### config.mk
export PLATFORM = sky130hd
export DESIGN_NAME = store_buffer
export DESIGN_NICKNAME = d
export VERILOG_FILES = /design/src/rtl/store_buffer.sv
export SDC_FILE = /design/constraint.sdc
export NUM_CORES = 1
export LEC_CHECK = 0
export CAP_MARGIN = 20
export CORE_MARGIN = 2
export CORE_UTILIZATION = 46
export CTS_CLUSTER_DIAMETER = 40
export CTS_CLUSTER_SIZE = 20
export DETAILED_ROUTE_END_ITERATION = 10
export GPL_TIMING_DRIVEN = 1
export PLACE_DENSITY_LB_ADDON = 0.12
export SLEW_MARGIN = 10
export SYNTH_ARGS = -nofsm -noshare
export SYNTH_HDL_FRONTEND = slang
export SYNTH_SLANG_ARGS = --single-unit
export TNS_END_PERCENT = 10
### constraint.sdc
create_clock -name clk -period 4.6 [get_ports clk]
set_input_delay 0.69 -clock clk [delete_from_list [all_inputs] [get_ports clk]]
set_output_delay 0.69 -clock clk [all_outputs]
set_load 0.1 [all_outputs]
### src/rtl/store_buffer.sv
// Store buffer: queues formatted stores in a circular FIFO and retires them in
// order to data memory as word-aligned, lane-shifted writes with byte enables.
module store_buffer #(
  parameter int DEPTH = 4
) (
  input  logic                    clk,
  input  logic                    rst,
  input  logic                    st_valid,
  output logic                    st_ready,
  input  logic [2:0]              st_funct3,
  input  logic [31:0]             st_addr,
  input  logic [31:0]             st_data,
  output logic                    mem_wr_valid,
  input  logic                    mem_wr_ready,
  output logic [31:0]             mem_wr_addr,
  output logic [31:0]             mem_wr_data,
  output logic [3:0]              mem_wr_be,
  output logic                    misaligned,
  output logic                    buf_empty,
  output logic [$clog2(DEPTH):0]  count
);

  localparam int PW = $clog2(DEPTH);
  localparam int CW = PW + 1;

  localparam logic [2:0] F3_SB = 3'b000;
  localparam logic [2:0] F3_SH = 3'b001;
  localparam logic [2:0] F3_SW = 3'b010;

  logic [PW-1:0] wrPtr_q, wrPtr_d;
  logic [PW-1:0] rdPtr_q, rdPtr_d;
  logic [CW-1:0] count_q, count_d;
  logic          misaligned_q, misaligned_d;

  // Storage array is deliberately left unreset; outputs only matter while valid.
  logic [31:0] addrMem [DEPTH];
  logic [31:0] dataMem [DEPTH];
  logic [3:0]  beMem   [DEPTH];

  logic        accept;
  logic        enq;
  logic        deq;
  logic        isSb, isSh, isSw;
  logic        badAlign;
  logic [31:0] addrNew;
  logic [31:0] dataNew;
  logic [3:0]  beNew;

  assign st_ready     = (count_q < CW'(DEPTH));
  assign mem_wr_valid = (count_q != '0);
  assign buf_empty    = (count_q == '0);
  assign mem_wr_addr  = addrMem[rdPtr_q];
  assign mem_wr_data  = dataMem[rdPtr_q];
  assign mem_wr_be    = beMem[rdPtr_q];
  assign misaligned   = misaligned_q;
  assign count        = count_q;

  always_comb begin
    isSb     = (st_funct3 == F3_SB);
    isSh     = (st_funct3 == F3_SH);
    isSw     = (st_funct3 == F3_SW);
    accept   = st_valid && st_ready;
    badAlign = (isSh && st_addr[0]) || (isSw && (st_addr[1:0] != 2'b00));
    enq      = accept && (isSb || isSh || isSw) && !badAlign;
    deq      = mem_wr_valid && mem_wr_ready;
    addrNew  = {st_addr[31:2], 2'b00};
    dataNew  = st_data << {st_addr[1:0], 3'b000};
    beNew    = 4'b1111;
    if (isSb) beNew = 4'b0001 << st_addr[1:0];
    if (isSh) beNew = 4'b0011 << st_addr[1:0];
  end

  always_comb begin
    wrPtr_d      = wrPtr_q;
    rdPtr_d      = rdPtr_q;
    count_d      = count_q;
    misaligned_d = accept && badAlign;
    if (enq) wrPtr_d = wrPtr_q + 1'b1;
    if (deq) rdPtr_d = rdPtr_q + 1'b1;
    case ({enq, deq})
      2'b10:   count_d = count_q + 1'b1;
      2'b01:   count_d = count_q - 1'b1;
      default: count_d = count_q;
    endcase
  end

  always_ff @(posedge clk) begin
    if (rst) begin
      wrPtr_q      <= '0;
      rdPtr_q      <= '0;
      count_q      <= '0;
      misaligned_q <= 1'b0;
    end else begin
      wrPtr_q      <= wrPtr_d;
      rdPtr_q      <= rdPtr_d;
      count_q      <= count_d;
      misaligned_q <= misaligned_d;
    end
  end

  always_ff @(posedge clk) begin
    if (enq) begin
      addrMem[wrPtr_q] <= addrNew;
      dataMem[wrPtr_q] <= dataNew;
      beMem[wrPtr_q]   <= beNew;
    end
  end

endmodule

==> qor.yml, run 1 <==
cells_and_area:
  area_delta_synth_final_pct: 27.90
  seqCellArea_um2: 8135
  multiInputGateArea_um2: 2394
  postLayoutCoreUtil_pct: 60.12
  antenna_cells: 0
  fillers: 1642
  drive_above_1_share_pct: 21.60
  nNetsFinal: 755
detailed_routing:
  routed_wl_um: 21010
  ant_nets: 0
  post-route-drc-count: 0
  drt-initial-drc-count: 320
  viasPerCell: 5.412
  dr.pass1.iters: 4
  wire_per_inst_um: 21.35
  vias: 5325
cts:
  clk_pin_slew_ns: 0.06
  clock-root-buffer: "clkbuf_16"
  insertion_delay_ns: 0.50
  cts_setup_buffers: 0
  cts_resized: 0
  cts-buffers-inserted: 37
  clockBufferDepth: 3
  cts_tree: "yes"
  postCtsHoldBufs: 0
  htreeDepth: 2
  cts.sinks: 274
synthesis:
  synth_top_area_cell: "edfxtp_1"
  synth_top_area_share_pct: 74.27
  synthMuxAreaShare_pct: 15.75
  synth_fa_ha_area_share_pct: 1.243
  synth_compound_area_share_pct: 1.958
  synth.distinct_cells: 33
  yosys.area_share.simple_pct: 3.001
  synth_common_cells: "264 x edfxtp_1, 66 x mux4_2, 19 x nor2_1, 18 x mux2i_1"
  synth.avg_cell_area_um2: 21.14
  yosys-top-cells-area: "edfxtp_1 74%, mux4_2 14%, dfxtp_1 1.9%, mux2i_1 1.7%, ha_1 1.1%"
  synthFlopType: "edfxtp_1"
  synthesis.area_um2: 10670
  async_flop_share_pct: 0
  yosysSeqAreaShare_pct: 76.15
  synth-xor-area-share_pct: 0.3282
  netlist_instances: 505
  synth_top_family_by_area: "multiplexers"
  synth_most_common_cell: "edfxtp_1"
  synth_edf_count: 264
  yosysWarnings: 0
  synth_seq_cells: 274
outcome:
  status: "finished clean"
grt:
  track_usage_pct: 17.70
  grt_overflow: 0
  antenna_found_initial: 0
  grt_max_degree: 49
  grt_pass1_wl_um: 32390
  grt_pass1_vias: 5779
die:
  die_area_um2: 24440
  die_height_um: 156.3
  std_cell_rows: 55
  fp.dieW_um: 156.3
  num_io_pins: 146
  coreArea_um2: 22710
  start_util_pct: 47.00
timing:
  finalCriticalPeriod_ns: 3.842
  fin_worst_skew_ns: 0.007811
  slew_headroom_pct: 32.13
  rsz0062_at_grt: "false"
  tns_ns: 0
  setup_viol: 0
  finalCritPeriodShare_pct: 83.53
  tightest_slew_ns: 1.015
  slew_violations: 0
  hold_viol: 0
  max_freq_mhz: 260.3
setup_path:
  worstPathMaxFanout: 28
  worst-path-stages: 3
  crit_slowest_cell: "clkdlybuf4s50_1"
  cp_cell_sequence: "buf_4 -> mux4_2 -> clkdlybuf4s50_1"
  cp_top_family: "buffers and inverters"
  r2r_slack_ns: 2.09
  critPathRequiredTime_ns: 3.91
  worst_r2r_endpoint: "dataMem[2][5]"
  timing.rr.start: "count[2]"
  cp_num_buf_inv: 2
  cp.arrival_ns: 3.15
  max_stage_delay_ns: 0.98
  worstSetupEndpointType: "output port"
  start_kind: "register"
  reg2reg_depth: 4
  crit_type: "reg -> out"
place:
  portBuffers: 143
  hpwl_um: 13010
  place.gp.congestion: 0.7608
run:
  cap_viol_max_count: 0
power_and_ir_drop:
  vdd_ir_drop_max_uv: 376.0
  cellPowerDensity_nw_per_um2: 540.0
  p_leak_nw: 4.441
hold_path:
  worstHoldPathCells: 2
  hold_class: "reg -> reg"
  min_to: "wrPtr_q[1]"
  worstHoldStart: "wrPtr_q[1]"
-- worst min-delay path, cell delays in order (launching register included) --
cell and delay [ns]:
dfxtp_1 0.34, nand2b_1 0.08, mux2i_1 0.06
-- flip-flops by register name (all words and copies together) (netlist names), named ones only --
name	count
misaligned	1
addrMem	120
dataMem	128
count	3
rdPtr_q	2
wrPtr_q	2
beMem	16
-- final cells by class --
type                       count  share of cell area (%)
timing repair buffer         155                   11.36
sequential                   274                   59.59
multi-input combinational    195                   17.53
clock buffer                  42                   6.920
clock inverter                22                   1.677
tap                          285                   2.612
inverter                      11                  0.3024
-- metrics by stage --
| stage | setup WS (ns) | power (mW) | area (um^2) | instances | hold WS [ns] |
|---|---|---|---|---|---|
| 2_1_floorplan | 0.4257 | 4.313 | 10680 | 506 | 0.4820 |
| 3_3_place_gp | 1.202 | 4.738 | 12480 | 920 | 0.4900 |
| 3_5_place_dp | 1.176 | 4.748 | 12480 | 920 | 0.5277 |
| 4_1_cts | 0.6483 | 7.448 | 13650 | 984 | 0.5440 |
| 5_1_grt | 0.5630 | 7.612 | 13650 | 984 | 0.5588 |
| 6_report | 0.7577 | 7.373 | 13650 | 984 | 0.5384 |
-- worst max path at each step --
stage | endpoint | slack [ns] | startpoint
final | mem_wr_addr[3] | 0.76 | register
after global routing | mem_wr_be[3] | 0.56 | register
after CTS | mem_wr_addr[3] | 0.65 | register
after detailed placement | mem_wr_addr[3] | 1.18 | register
after global placement | mem_wr_addr[2] | 1.20 | register
after floorplan | buf_empty | 0.43 | count[2]
-- logic make-up (layout without fill, tap and decap cells) --
kind of cell	Yosys count	count (layout)
flip-flops	274	274
multiplexers	85	85
AND/OR/NAND/NOR	62	62
buffers and inverters	37	230
AO/OA/AOI/OAI	32	32
adder cells (fa/ha/maj)	10	10
XOR/XNOR	4	4
other	1	2
-- per-layer routing --
layer	GRT usage, %	part of all wire, %	vias up
met5	0	0	-
met4	5.111	1.9	0
met3	3.905	6.6	39
met2	29.35	49	170
met1	23.81	42	2714
li1	-	-	2402
-- placed cells by master (no fill, tap or decap), types with 11 or more instances in the layout --
cell type | synthesis | final
buf_4 | 3 | 12
clkbuf_16 | 0 | 37
nor2_1 | 19 | 19
inv_1 | 11 | 11
nand2_1 | 11 | 11
mux4_2 | 66 | 66
edfxtp_1 | 264 | 264
clkdlybuf4s50_1 | 0 | 137
a21oi_1 | 11 | 11
mux2i_1 | 18 | 18
-- report_power, final --
group          switching [mW]  total [mW]  internal, mW
combinational            1.29        1.82         0.534
clock                    1.03        2.70          1.67
sequential             0.0710        2.86          2.78
(Power assumes the default switching activity.)
==> run 2: changes to the inputs <==
==> constraint.sdc (replaced) <==
create_clock -name clk -period 3.7 [get_ports clk]
set_input_delay 0.555 -clock clk [delete_from_list [all_inputs] [get_ports clk]]
set_output_delay 0.555 -clock clk [all_outputs]
set_load 0.1 [all_outputs]
==> run 2 against run 1 <==
Net effect:
- clock power grew 19%
- core utilization shrank 0.58 points
- wire length shrank 0.47%
- die area is the same
- clock-buffer cell count shrank 1
- register-to-register slack lost 0.87 ns
- design area shrank 0.97%
- critical path depth is the same
- critical path type unchanged
- critical endpoint is now mem_wr_data[14]
==> qor.yml, run 2 (synthesized netlist as in run 1, its figures left out) <==
detailed_routing:
  routed_wl_um: 20910
  dr.pass1.iters: 4
  ant_nets: 0
  met3_length_um: 1195
  vias: 5378
  post-route-drc-count: 0
  wire_per_inst_um: 21.19
  route.met2.wl_um: 10230
  drt-initial-drc-count: 376
  top_layer_used: "met4"
  viasPerCell: 5.449
  met1_length_um: 9176
cts:
  clockBufferDepth: 3
  cts-buffers-inserted: 34
  clock-root-buffer: "clkbuf_16"
  clk_pin_slew_ns: 0.06
  postCtsHoldBufs: 0
  htreeDepth: 2
  cts_setup_buffers: 0
  cts.sinks: 274
  insertion_delay_ns: 0.50
  cts_tree: "yes"
  cts_resized: 0
power_and_ir_drop:
  p_leak_nw: 4.500
  switching_share_pct: 33.25
  power_frac_seq_pct: 39.3
  power_switching_mw: 2.998
  p_int_mw: 6.018
  cellPowerDensity_nw_per_um2: 667.0
  vdd_ir_drop_max_uv: 662.6
  p_comb_share_pct: 25.0
  p_clk_share_pct: 35.8
setup_path:
  critPathRequiredTime_ns: 3.14
  reg2reg_depth: 9
  crit_slowest_cell: "dfxtp_4"
  start_kind: "register"
  cp_cell_sequence: "buf_4 -> mux4_2 -> buf_4"
  max_stage_delay_ns: 0.70
  timing.rr.start: "count[2]"
  cp.arrival_ns: 2.40
  crit_type: "reg -> out"
  worstPathMaxFanout: 26
  r2r_slack_ns: 1.22
  worstSetupEndpointType: "output port"
  worst_r2r_endpoint: "count[2]"
  crit_end: "mem_wr_data[14]"
  cp_common_cell: "buf_4"
grt:
  grt_pass1_vias: 5666
  grt_overflow: 0
  track_usage_pct: 17.47
  grt_pass1_wl_um: 32110
  grt_max_degree: 45
  antenna_found_initial: 0
timing:
  slew_headroom_pct: 34.28
  finalCritPeriodShare_pct: 79.80
  finalCriticalPeriod_ns: 2.953
  tightest_slew_ns: 0.9827
  setup_viol: 0
  slew_violations: 0
  rsz0062_at_grt: "false"
  hold_viol: 0
  max_freq_mhz: 338.7
  fin_worst_skew_ns: 0.01150
place:
  dp.cells: 925
  place_area_um2: 12380
  portBuffers: 143
  place.gp.congestion: 0.7673
  hpwl_um: 13470
cells_and_area:
  layoutNonFillerInstCount: 987
  antenna_cells: 0
  finalInstanceArea_um2: 13520
  reg_top3: "dataMem x128, addrMem x120, beMem x16"
  final_common_cell: "edfxtp_1"
  nNetsFinal: 757
  postLayoutCoreUtil_pct: 59.53
  top_register: "dataMem"
  drive_above_1_share_pct: 31.48
  largest_reg_flops: 128
  layout_common_cells: "264 x edfxtp_1, 78 x buf_4, 75 x clkdlybuf4s50_1"
  area_delta_synth_final_pct: 26.66
run:
  cap_viol_max_count: 0
die:
  num_io_pins: 146
  die_area_um2: 24440
  fp.dieW_um: 156.3
  coreArea_um2: 22710
  start_util_pct: 47.00
  std_cell_rows: 55
  die_height_um: 156.3
outcome:
  status: "finished clean"
hold_path:
  hold_class: "reg -> reg"
-- run 2: worst min-delay path by stage --
stage / startpoint / endpoint / cells past startpoint
finish: wrPtr_q[1] / wrPtr_q[1] / 2
global route: wrPtr_q[1] / wrPtr_q[1] / 2
CTS: wrPtr_q[1] / wrPtr_q[1] / 2
detailed placement: rdPtr_q[1] / register / 2
global placement: wrPtr_q[1] / wrPtr_q[1] / 2
floorplan: wrPtr_q[1] / wrPtr_q[1] / 2
-- run 2: through the flow --
step                      power, mW  setup TNS, ns  setup slack [ns]  hold slack [ns]
after floorplan               5.369         -9.346           -0.1416           0.4820
after global placement        5.872              0            0.6964           0.4988
after detailed placement      5.883              0            0.5868           0.5132
after CTS                     9.101              0            0.6528           0.5286
after global routing          9.283              0            0.5951           0.5516
final                         9.017              0            0.7472           0.5252
-- run 2: per-layer routing --
metal	vias to the layer above	global-route usage, %
li1	2410	-
met1	2779	24.27
met2	164	28.38
met3	25	3.406
met4	0	5.242
met5	-	0
-- run 2: critical path, delay by kind of cell (launching register included) --
| family | cells | cell delay (ns) |
|---|---|---|
| muxes | 1 | 0.57 |
| buffers and inverters | 2 | 0.63 |
| DFF | 1 | 0.70 |
-- run 2: power by group through the flow --
stage | sequential, mW | combinational, mW | clock (mW)
6_report | 3.54 | 2.25 | 3.22
5_1_grt | 3.55 | 2.33 | 3.40
4_1_cts | 3.55 | 2.27 | 3.28
3_5_place_dp | 3.61 | 2.27 | 0
3_3_place_gp | 3.61 | 2.26 | 0
2_1_floorplan | 3.59 | 1.78 | 0
-- run 2: area by class of cell --
cell class | count | area (um^2)
Multi-Input combinational cell | 195 | 2399
Clock buffer | 41 | 940.9
Timing Repair Buffer | 160 | 1446
Fill cell | 1681 | 9190
Tap cell | 285 | 356.6
Clock inverter | 21 | 196.4
Inverter | 11 | 45.04
Sequential cell | 274 | 8135
==> run 3: changes to the inputs <==
==> constraint.sdc (replaced) <==
create_clock -name clk -period 2.6 [get_ports clk]
set_input_delay 0.39 -clock clk [delete_from_list [all_inputs] [get_ports clk]]
set_output_delay 0.39 -clock clk [all_outputs]
set_load 0.1 [all_outputs]
==> run 3 against run 2 <==
Net effect:
- worst setup slack lost 0.62 ns
- combinational power grew 75%
- first-iteration DRC count shrank 6.4%
- total power grew 55%
- clock-buffer cell count shrank 2
- clock skew grew 0.00071 ns
- final cell count grew 0.81%
- sequential power grew 40%
- non-clock buffer count grew 6
- design area grew 7.8%
- register-to-register slack lost 0.87 ns
- worst hold slack lost 0.090 ns
==> qor.yml, run 3 (synthesized netlist as in run 1, its figures left out) <==
timing:
  finalCritPeriodShare_pct: 95.14
  tns_ns: 0
  finalCriticalPeriod_ns: 2.474
  rsz0062_at_grt: "false"
  fin_worst_skew_ns: 0.01221
  hold_viol: 0
  max_freq_mhz: 404.3
  setup_ws_ns: 0.1264
  slew_headroom_pct: 66.77
  tightest_slew_ns: 0.4923
  setup_viol: 0
  slew_violations: 0
cells_and_area:
  area_delta_synth_final_pct: 36.57
  drive_above_1_share_pct: 32.96
  largest_reg_flops: 128
  fillers: 1561
  postLayoutCoreUtil_pct: 64.19
  nNetsFinal: 765
  reg_top3: "dataMem x128, addrMem x120, beMem x16"
  antenna_cells: 0
  top_register: "dataMem"
  layout_common_cells: "264 x edfxtp_1, 78 x buf_12, 68 x clkdlybuf4s50_1"
  final_common_cell: "edfxtp_1"
die:
  std_cell_rows: 55
  die_height_um: 156.3
  num_io_pins: 146
  die_area_um2: 24440
  coreArea_um2: 22710
  fp.dieW_um: 156.3
  start_util_pct: 47.00
power_and_ir_drop:
  cellPowerDensity_nw_per_um2: 955.9
  p_leak_nw: 4.917
  vdd_ir_drop_max_uv: 719.1
setup_path:
  max_stage_delay_ns: 0.65
  worstPathMaxFanout: 46
  cp.arrival_ns: 2.08
  crit_slowest_cell: "mux4_2"
  critPathRequiredTime_ns: 2.21
  start_kind: "register"
  cp_common_cell: "buf_12"
  crit_type: "reg -> out"
  cp_cell_sequence: "buf_12 -> mux4_2 -> buf_12"
  r2r_slack_ns: 0.35
  worstSetupEndpointType: "output port"
grt:
  track_usage_pct: 17.98
  antenna_found_initial: 0
  grt_pass1_wl_um: 33120
  grt_pass1_vias: 5825
  grt_overflow: 0
  grt_max_degree: 47
cts:
  cts_resized: 0
  cts_setup_buffers: 0
  cts-buffers-inserted: 36
  postCtsHoldBufs: 0
  cts.sinks: 274
  clockBufferDepth: 3
  cts_tree: "yes"
  clock-root-buffer: "clkbuf_16"
  htreeDepth: 2
  insertion_delay_ns: 0.50
  clk_pin_slew_ns: 0.05
place:
  place_ws_ns: -0.1261
  hpwl_um: 13220
  portBuffers: 143
  place.gp.congestion: 0.7951
detailed_routing:
  routed_wl_um: 20870
  dr.pass1.iters: 4
  wire_per_inst_um: 20.98
  viasPerCell: 5.384
  drt-initial-drc-count: 352
  vias: 5357
  ant_nets: 0
  post-route-drc-count: 0
run:
  cap_viol_max_count: 0
hold_path:
  hold_class: "in -> reg"
outcome:
  status: "finished clean"
-- run 3: cell count changes in the layout (fill, tap and decap cells not counted) --
cell / delta
clkinvlp_4: -2
inv_6: -1
inv_8: -1
clkbuf_1: -2
buf_12: +73
nand3_4: +1
clkinv_4: -2
nand3_2: -1
clkinv_1: +5
buf_4: -60
dfxtp_2: +1
dfxtp_1: -1
bufinv_16: +5
clkdlybuf4s50_1: -7
-- run 3: critical path, delay by kind of cell (launching register included) --
kind                   cells  cell delay [ns]
muxes                      1             0.65
buffers and inverters      2             0.53
DFF                        1             0.37
-- run 3: final timing paths --
| check | endpoint | cells after the start | from |
|---|---|---|---|
| min | wrPtr_q[1] | 4 | st_addr[0] |
| max | mem_wr_data[16] | 3 | register |
| max reg2reg | count[2] | 9 | count[2] |
| min reg2reg | wrPtr_q[1] | 2 | wrPtr_q[1] |
-- run 3: routing by layer --
layer / global-route usage [%] / wire length [um]
met5: 0 / 0
met4: 4.281 / 250
met3: 4.071 / 1596
met2: 28.70 / 10100
met1: 25.57 / 8923
-- run 3: area by class of cell --
| type | count | area [um^2] | area share, % |
|---|---|---|---|
| multi-input combinational | 195 | 2406 | 16.51 |
| clock inverter | 25 | 312.8 | 2.146 |
| tap | 285 | 356.6 | 2.446 |
| sequential | 274 | 8137 | 55.82 |
| clock buffer | 39 | 933.4 | 6.403 |
| inverter | 11 | 45.04 | 0.3090 |
| timing repair buffer | 166 | 2387 | 16.38 |
-- run 3: stage by stage --
stage          area (um^2)  power [mW]  hold WS (ns)  std cells
3_3_place_gp         13330       9.017        0.4923        931
5_1_grt              14580       14.39        0.4233        995
6_report             14580       13.93        0.4354        995
2_1_floorplan        10700       7.648        0.4820        506
3_5_place_dp         13330       9.038        0.5214        931
4_1_cts              14580       14.09        0.4096        995
-- run 3: power breakdown --
| part | internal, mW | switching (mW) |
|---|---|---|
| logic | 1.43 | 2.51 |
| clock network | 3.22 | 1.81 |
| registers | 4.93 | 0.0389 |
| total | 9.58 | 4.35 |
